### config.mk
export PLATFORM = sky130hd
export DESIGN_NAME = datapath_pipe
export DESIGN_NICKNAME = d
export VERILOG_FILES = /design/src/rtl/datapath_pipe.sv
export SDC_FILE = /design/constraint.sdc
export NUM_CORES = 1
export LEC_CHECK = 0
export ABC_AREA = 1
export CAP_MARGIN = 10
export CORE_UTILIZATION = 59
export DETAILED_ROUTE_END_ITERATION = 8
export MAX_ROUTING_LAYER = met4
export PLACE_DENSITY = 0.83
export SYNTH_ARGS = -nofsm -noshare
export SYNTH_HDL_FRONTEND = slang
export SYNTH_SLANG_ARGS = --single-unit
### constraint.sdc
create_clock -name clk -period 3 [get_ports clk]
set_input_delay 0.75 -clock clk [delete_from_list [all_inputs] [get_ports clk]]
set_output_delay 0.75 -clock clk [all_outputs]
set_load 0.005 [all_outputs]
### src/rtl/datapath_pipe.sv
// datapath_pipe: three-stage (OF -> EX/C -> WB) register-file datapath with
// a B-operand shifter, 4-op ALU, {V,N,Z} status and full operand forwarding.
module datapath_pipe #(
    parameter int DATA_W  = 16,
    parameter int REG_CNT = 8,
    parameter int PC_W    = 8,
    localparam int AW     = $clog2(REG_CNT)
) (
    input  logic              clk,
    input  logic              reset_n,
    input  logic              in_valid,
    input  logic              stall,
    input  logic [AW-1:0]     rn,
    input  logic [AW-1:0]     rm,
    input  logic [AW-1:0]     rd,
    input  logic [1:0]        shift,
    input  logic              asel,
    input  logic              bsel,
    input  logic [1:0]        aluop,
    input  logic [1:0]        wb_sel,
    input  logic              wr_en,
    input  logic              set_status,
    input  logic [DATA_W-1:0] sximm5,
    input  logic [DATA_W-1:0] sximm8,
    input  logic [PC_W-1:0]   pc,
    input  logic [DATA_W-1:0] mdata,
    output logic [DATA_W-1:0] result,
    output logic [2:0]        status,
    output logic              wb_valid,
    output logic [AW-1:0]     wb_addr,
    output logic [DATA_W-1:0] wb_data,
    input  logic [AW-1:0]     dbg_addr,
    output logic [DATA_W-1:0] dbg_data
);

    typedef struct packed {
        logic [DATA_W-1:0] a;
        logic [DATA_W-1:0] b;
        logic [DATA_W-1:0] sximm5;
        logic [DATA_W-1:0] sximm8;
        logic [PC_W-1:0]   pc;
        logic [AW-1:0]     rd;
        logic [1:0]        shift;
        logic [1:0]        aluop;
        logic [1:0]        wb_sel;
        logic              asel;
        logic              bsel;
        logic              wr_en;
        logic              set_status;
    } of_t;

    localparam int M = DATA_W - 1;

    logic [REG_CNT-1:0][DATA_W-1:0] regs;
    of_t                            of_q;
    logic [1:0]                     vld_pipe;   // [0] OF holds an op, [1] C holds an op awaiting WB
    logic [AW-1:0]                  wb_rd;
    logic                           wb_wr_en;
    logic                           wb_we;
    logic [DATA_W-1:0]              b_sh, ain, bin, alu, ex_val, op_a, op_b;
    logic                           ovf;

    // Shifter, ALU, overflow and EX result select for the op sitting in OF
    always_comb begin
        unique case (of_q.shift)
            2'b00:   b_sh = of_q.b;
            2'b01:   b_sh = {of_q.b[M-1:0], 1'b0};
            2'b10:   b_sh = {1'b0, of_q.b[M:1]};
            default: b_sh = {of_q.b[M], of_q.b[M:1]};
        endcase
        ain = of_q.asel ? '0 : of_q.a;
        bin = of_q.bsel ? of_q.sximm5 : b_sh;
        ovf = 1'b0;
        unique case (of_q.aluop)
            2'b00: begin
                alu = ain + bin;
                ovf = (ain[M] == bin[M]) && (alu[M] != ain[M]);
            end
            2'b01: begin
                alu = ain - bin;
                ovf = (ain[M] != bin[M]) && (alu[M] != ain[M]);
            end
            2'b10:   alu = ain & bin;
            default: alu = ~bin;
        endcase
        unique case (of_q.wb_sel)
            2'b00:   ex_val = alu;
            2'b01:   ex_val = of_q.sximm8;
            2'b10:   ex_val = DATA_W'(of_q.pc);
            default: ex_val = mdata;
        endcase
    end

    // Operand fetch: youngest in-flight producer wins over older one and the file
    always_comb begin
        op_a = regs[rn];
        if (vld_pipe[1] && wb_wr_en && wb_rd == rn) op_a = result;
        if (vld_pipe[0] && of_q.wr_en && of_q.rd == rn) op_a = ex_val;
        op_b = regs[rm];
        if (vld_pipe[1] && wb_wr_en && wb_rd == rm) op_b = result;
        if (vld_pipe[0] && of_q.wr_en && of_q.rd == rm) op_b = ex_val;
    end

    // OF stage capture and valid shift register; stall freezes both
    always_ff @(posedge clk or negedge reset_n) begin
        if (!reset_n) begin
            vld_pipe <= '0;
            of_q     <= '0;
        end else if (!stall) begin
            vld_pipe <= {vld_pipe[0], in_valid};
            if (in_valid)
                of_q <= '{a: op_a, b: op_b, sximm5: sximm5, sximm8: sximm8, pc: pc,
                          rd: rd, shift: shift, aluop: aluop, wb_sel: wb_sel,
                          asel: asel, bsel: bsel, wr_en: wr_en, set_status: set_status};
        end
    end

    // EX stage: load C, status and writeback tag; bubbles leave C untouched
    always_ff @(posedge clk or negedge reset_n) begin
        if (!reset_n) begin
            result   <= '0;
            status   <= '0;
            wb_rd    <= '0;
            wb_wr_en <= 1'b0;
        end else if (!stall && vld_pipe[0]) begin
            result   <= ex_val;
            wb_rd    <= of_q.rd;
            wb_wr_en <= of_q.wr_en;
            if (of_q.set_status) status <= {ovf, alu[M], alu == '0};
        end
    end

    assign wb_we = vld_pipe[1] && wb_wr_en && !stall;

    // WB stage: register file write from C
    always_ff @(posedge clk or negedge reset_n) begin
        if (!reset_n) regs <= '0;
        else if (wb_we) regs[wb_rd] <= result;
    end

    assign wb_valid = wb_we;
    assign wb_addr  = wb_we ? wb_rd : '0;
    assign wb_data  = wb_we ? result : '0;
    assign dbg_data = regs[dbg_addr];

endmodule

==> results.sh <==
export IMPL_outcome="finished clean"
export IMPL_finalSetupViolCount=0
export IMPL_required_ns=2.25
export IMPL_nets=2670
export IMPL_row_count=60
export IMPL_io_pins=137
export IMPL_top_layer="met4"
export IMPL_path_max_fanout=10
export IMPL_ys_seq_area_share_pct=36.77
export IMPL_critPathMaxStageDelay_ns=0.48
export IMPL_drt_wl_total_mm=58.00
export IMPL_synth_seq_cells=238
export IMPL_swShare_pct=39.96
export IMPL_dieArea_um2=28120
export IMPL_drive_gt1_share_pct=12.71
export IMPL_max_cap_violations=0
export IMPL_hold_viol=0
export IMPL_syn_area_um2=16200
export IMPL_port_buffer_count=136
export IMPL_hold_class="input port to asynchronous set/reset pin"
export IMPL_path_clk_slew_ns=0.06
export IMPL_htreeDepth=1
export IMPL_fin_crit_sh_pct=98.18
export IMPL_critPathKind="input port to output port"
export IMPL_rsz0062_at_grt="true"
export IMPL_antenna_found_initial=1
export IMPL_clock_sinks=238
export IMPL_grt_pass1_wl_mm=91.61
export IMPL_drv_slew=0
export IMPL_crit_path_cell_trace="clkdlybuf4s50_1, inv_2, buf_6, a221oi_4, a31oi_1, clkdlybuf4s50_1"
export IMPL_postPlaceCellArea_um2=18540
export IMPL_vdd_ir_drop_worst_uv=583.9
export IMPL_clockPowerShare_pct=25.3
export IMPL_route_met2_wl_mm=26.83
export IMPL_die_w_um=167.7
export IMPL_cp_common_cell="clkdlybuf4s50_1"
export IMPL_p_int_mw=8.735
export IMPL_grt_overflow=0
export IMPL_end_kind="output port"
export IMPL_synth_top_area_cell="dfrtp_1"
export IMPL_worst_slew_pin_slew_ns=0.9018
export IMPL_wl_met1_mm=22.97
export IMPL_synth_cells=2401
export IMPL_synth_cell_types=48
export IMPL_post_route_util_pct=74.34
export IMPL_dieHeight_um=167.7
export IMPL_dp_hpwl_mm=39.54
export IMPL_cts_buffer_depth=3
export IMPL_switchingPower_mw=5.813
export IMPL_area_growth_pct=23.71
export IMPL_setup_slack_ns=0.05473
export IMPL_grt_pass1_vias=17060
export IMPL_start_util_pct=60.09
export IMPL_stdcell_area_um2=20040
export IMPL_final_setup_tns_ns=0
export IMPL_wl_per_cell_um=19.89
export IMPL_coreArea_um2=26950
export IMPL_synth_avg_cell_area_um2=6.745
export IMPL_clock_latency_ns=0.57
export IMPL_holdBufCountCts=0
export IMPL_p_seq_share_pct=33.3
export IMPL_fin_worst_skew_ns=0.03826
export IMPL_synth_edf_count=0
export IMPL_num_vias=18120
export IMPL_ys_warn_count=0
export IMPL_pre_cts_ws_ns=-0.1350
export IMPL_synth_fp_nets=2517
export IMPL_cpMaxStageDelayCell="clkdlybuf4s50_1"
export IMPL_synth_async_reset_ratio_pct=100.0
export IMPL_critPathLaunchType="input port"
export IMPL_period_needed_ns=2.945
export IMPL_drc=0
export IMPL_cts_root_buf="clkbuf_16"
export IMPL_max_slew_margin_pct=39.24
export IMPL_max_freq_ghz=0.3395
export IMPL_grt_max_degree=115
export IMPL_wl_met3_mm=5.412
export IMPL_p_comb_share_pct=41.3
export IMPL_powerDensity_nw_per_um2=726.1
export IMPL_antenna_left=0
export IMPL_grt_usage_pct=42.14
export IMPL_p_leak_nw=9.348
export IMPL_cts_buffers=27
export IMPL_drt_first_iter_violations=2452
export IMPL_cts_tree="built"
export IMPL_synth_top_flop_cell="dfrtp_1"
export IMPL_synth_area_top_cells="dfrtp_1 37%, nand2_1 15%, o21ai_0 12%, nand3_1 6.0%, inv_1 5.0%"
export IMPL_cp_arrival_ns=2.20
export IMPL_fillers=2145
export IMPL_gp_congestion=0.9837
export IMPL_drt_pass1_iter_count=6
export IMPL_fin_hold_ws_ns=0.1504
export IMPL_synth_top_area_share_pct=36.77
export IMPL_via_per_inst=6.214
routing by layer:
| metal | vias to the layer above | GRT usage (%) |
|---|---|---|
| met4 | 0 | 18.79 |
| li1 | 8302 | - |
| met3 | 190 | 4.963 |
| met1 | 8504 | 54.58 |
| met5 | - | - |
| met2 | 1123 | 66.63 |
power by group through the flow:
stage / combinational, mW / clock (mW) / sequential, mW
finish: 6.02 / 3.69 / 4.85
global route: 6.63 / 3.81 / 4.92
global placement: 5.37 / 0 / 4.78
CTS: 5.57 / 3.69 / 4.79
detailed placement: 5.49 / 0 / 4.82
floorplan: 3.38 / 0 / 4.57
timing repair:
action | CTS | global route
resized for setup | 26 | 105
endpoints found under the setup margin | 51 | 55
setup buffers | 2 | 3
cloned | 0 | 1
hold endpoints to repair | 0 | 0
pin swaps | 2 | 17
synth_stat cells, types with 8 or more instances:
master	count
nor2_1	155
dfrtp_1	238
ha_1	32
clkbuf_1	92
a31oi_1	24
a211oi_1	9
buf_1	13
nand2_1	627
a21oi_1	128
nand4_1	22
nor3_1	8
o21ai_0	404
inv_1	217
o21ai_1	15
nand3_1	193
buf_2	47
inv_2	16
o211ai_1	86
placed cells by master (no fill, tap or decap), types with 10 or more instances in the layout:
cell	n
o211ai_1	86
dfrtp_1	237
a31oi_1	23
nand4_1	22
o21ai_1	22
a21oi_1	120
dlymetal6s2s_1	10
inv_2	24
nor2_1	145
nand3_2	17
o21ai_0	392
buf_12	18
nand3_1	178
ha_4	12
nand2_1	617
clkbuf_16	28
ha_1	18
buf_4	128
nand2_2	12
nor2_2	14
clkdlybuf4s50_1	114
inv_1	207
sequential cells by signal, indices dropped and copies added, names as in the netlist:
signal	cells
of_q	85
regs	128
result	16
status	3
vld_pipe	2
wb_rd	3
wb_wr_en	1
worst max-delay path: cells and delay by family:
kind,cells,cell delay [ns]
buf+inv,4,1.16
compound gates,2,0.28
through the flow:
stage          total power, mW  cells
3_5_place_dp             10.31   2860
2_1_floorplan            7.951   2401
4_1_cts                  14.05   2910
5_1_grt                  15.36   2915
3_3_place_gp             10.15   2860
6_report                 14.55   2916
layout make-up:
cell class | instances | area [µm²] | share of cell area (%)
Multi-Input combinational cell | 1762 | 8997 | 44.91
Clock buffer | 37 | 783.3 | 3.909
Timing Repair Buffer | 289 | 2771 | 13.83
Sequential cell | 238 | 5957 | 29.73
Clock inverter | 11 | 205.2 | 1.024
Antenna cell | 2 | 5.005 | 0.02498
Inverter | 236 | 889.6 | 4.440
Tap cell | 341 | 426.7 | 2.130
final timing paths:
check,from,endpoint,slack (ns),cells past startpoint
setup / recovery,dbg_addr[2],dbg_data[4],0.05,6
hold / removal,reset_n,regs[32],0.15,1
setup reg to reg,of_q[8],of_q[68],0.10,19
hold reg to reg,regs[26],regs[26],0.49,2
max in group asynchronous,reset_n,result[13],2.04,2
min in group clk,regs[26],regs[26],0.49,2
cells by family (layout without fill, tap and decap cells):
group | after synthesis | after routing | share of synthesized area (%)
xor+xnor | 6 | 6 | 0.3245
fa+ha+maj | 34 | 34 | 2.719
other cells | 0 | 2 | 0
flops | 238 | 238 | 36.77
simple gates | 1028 | 1028 | 26.43
compound gates | 694 | 694 | 23.69
buf+inv | 401 | 573 | 10.06
(Power assumes the default switching activity.)
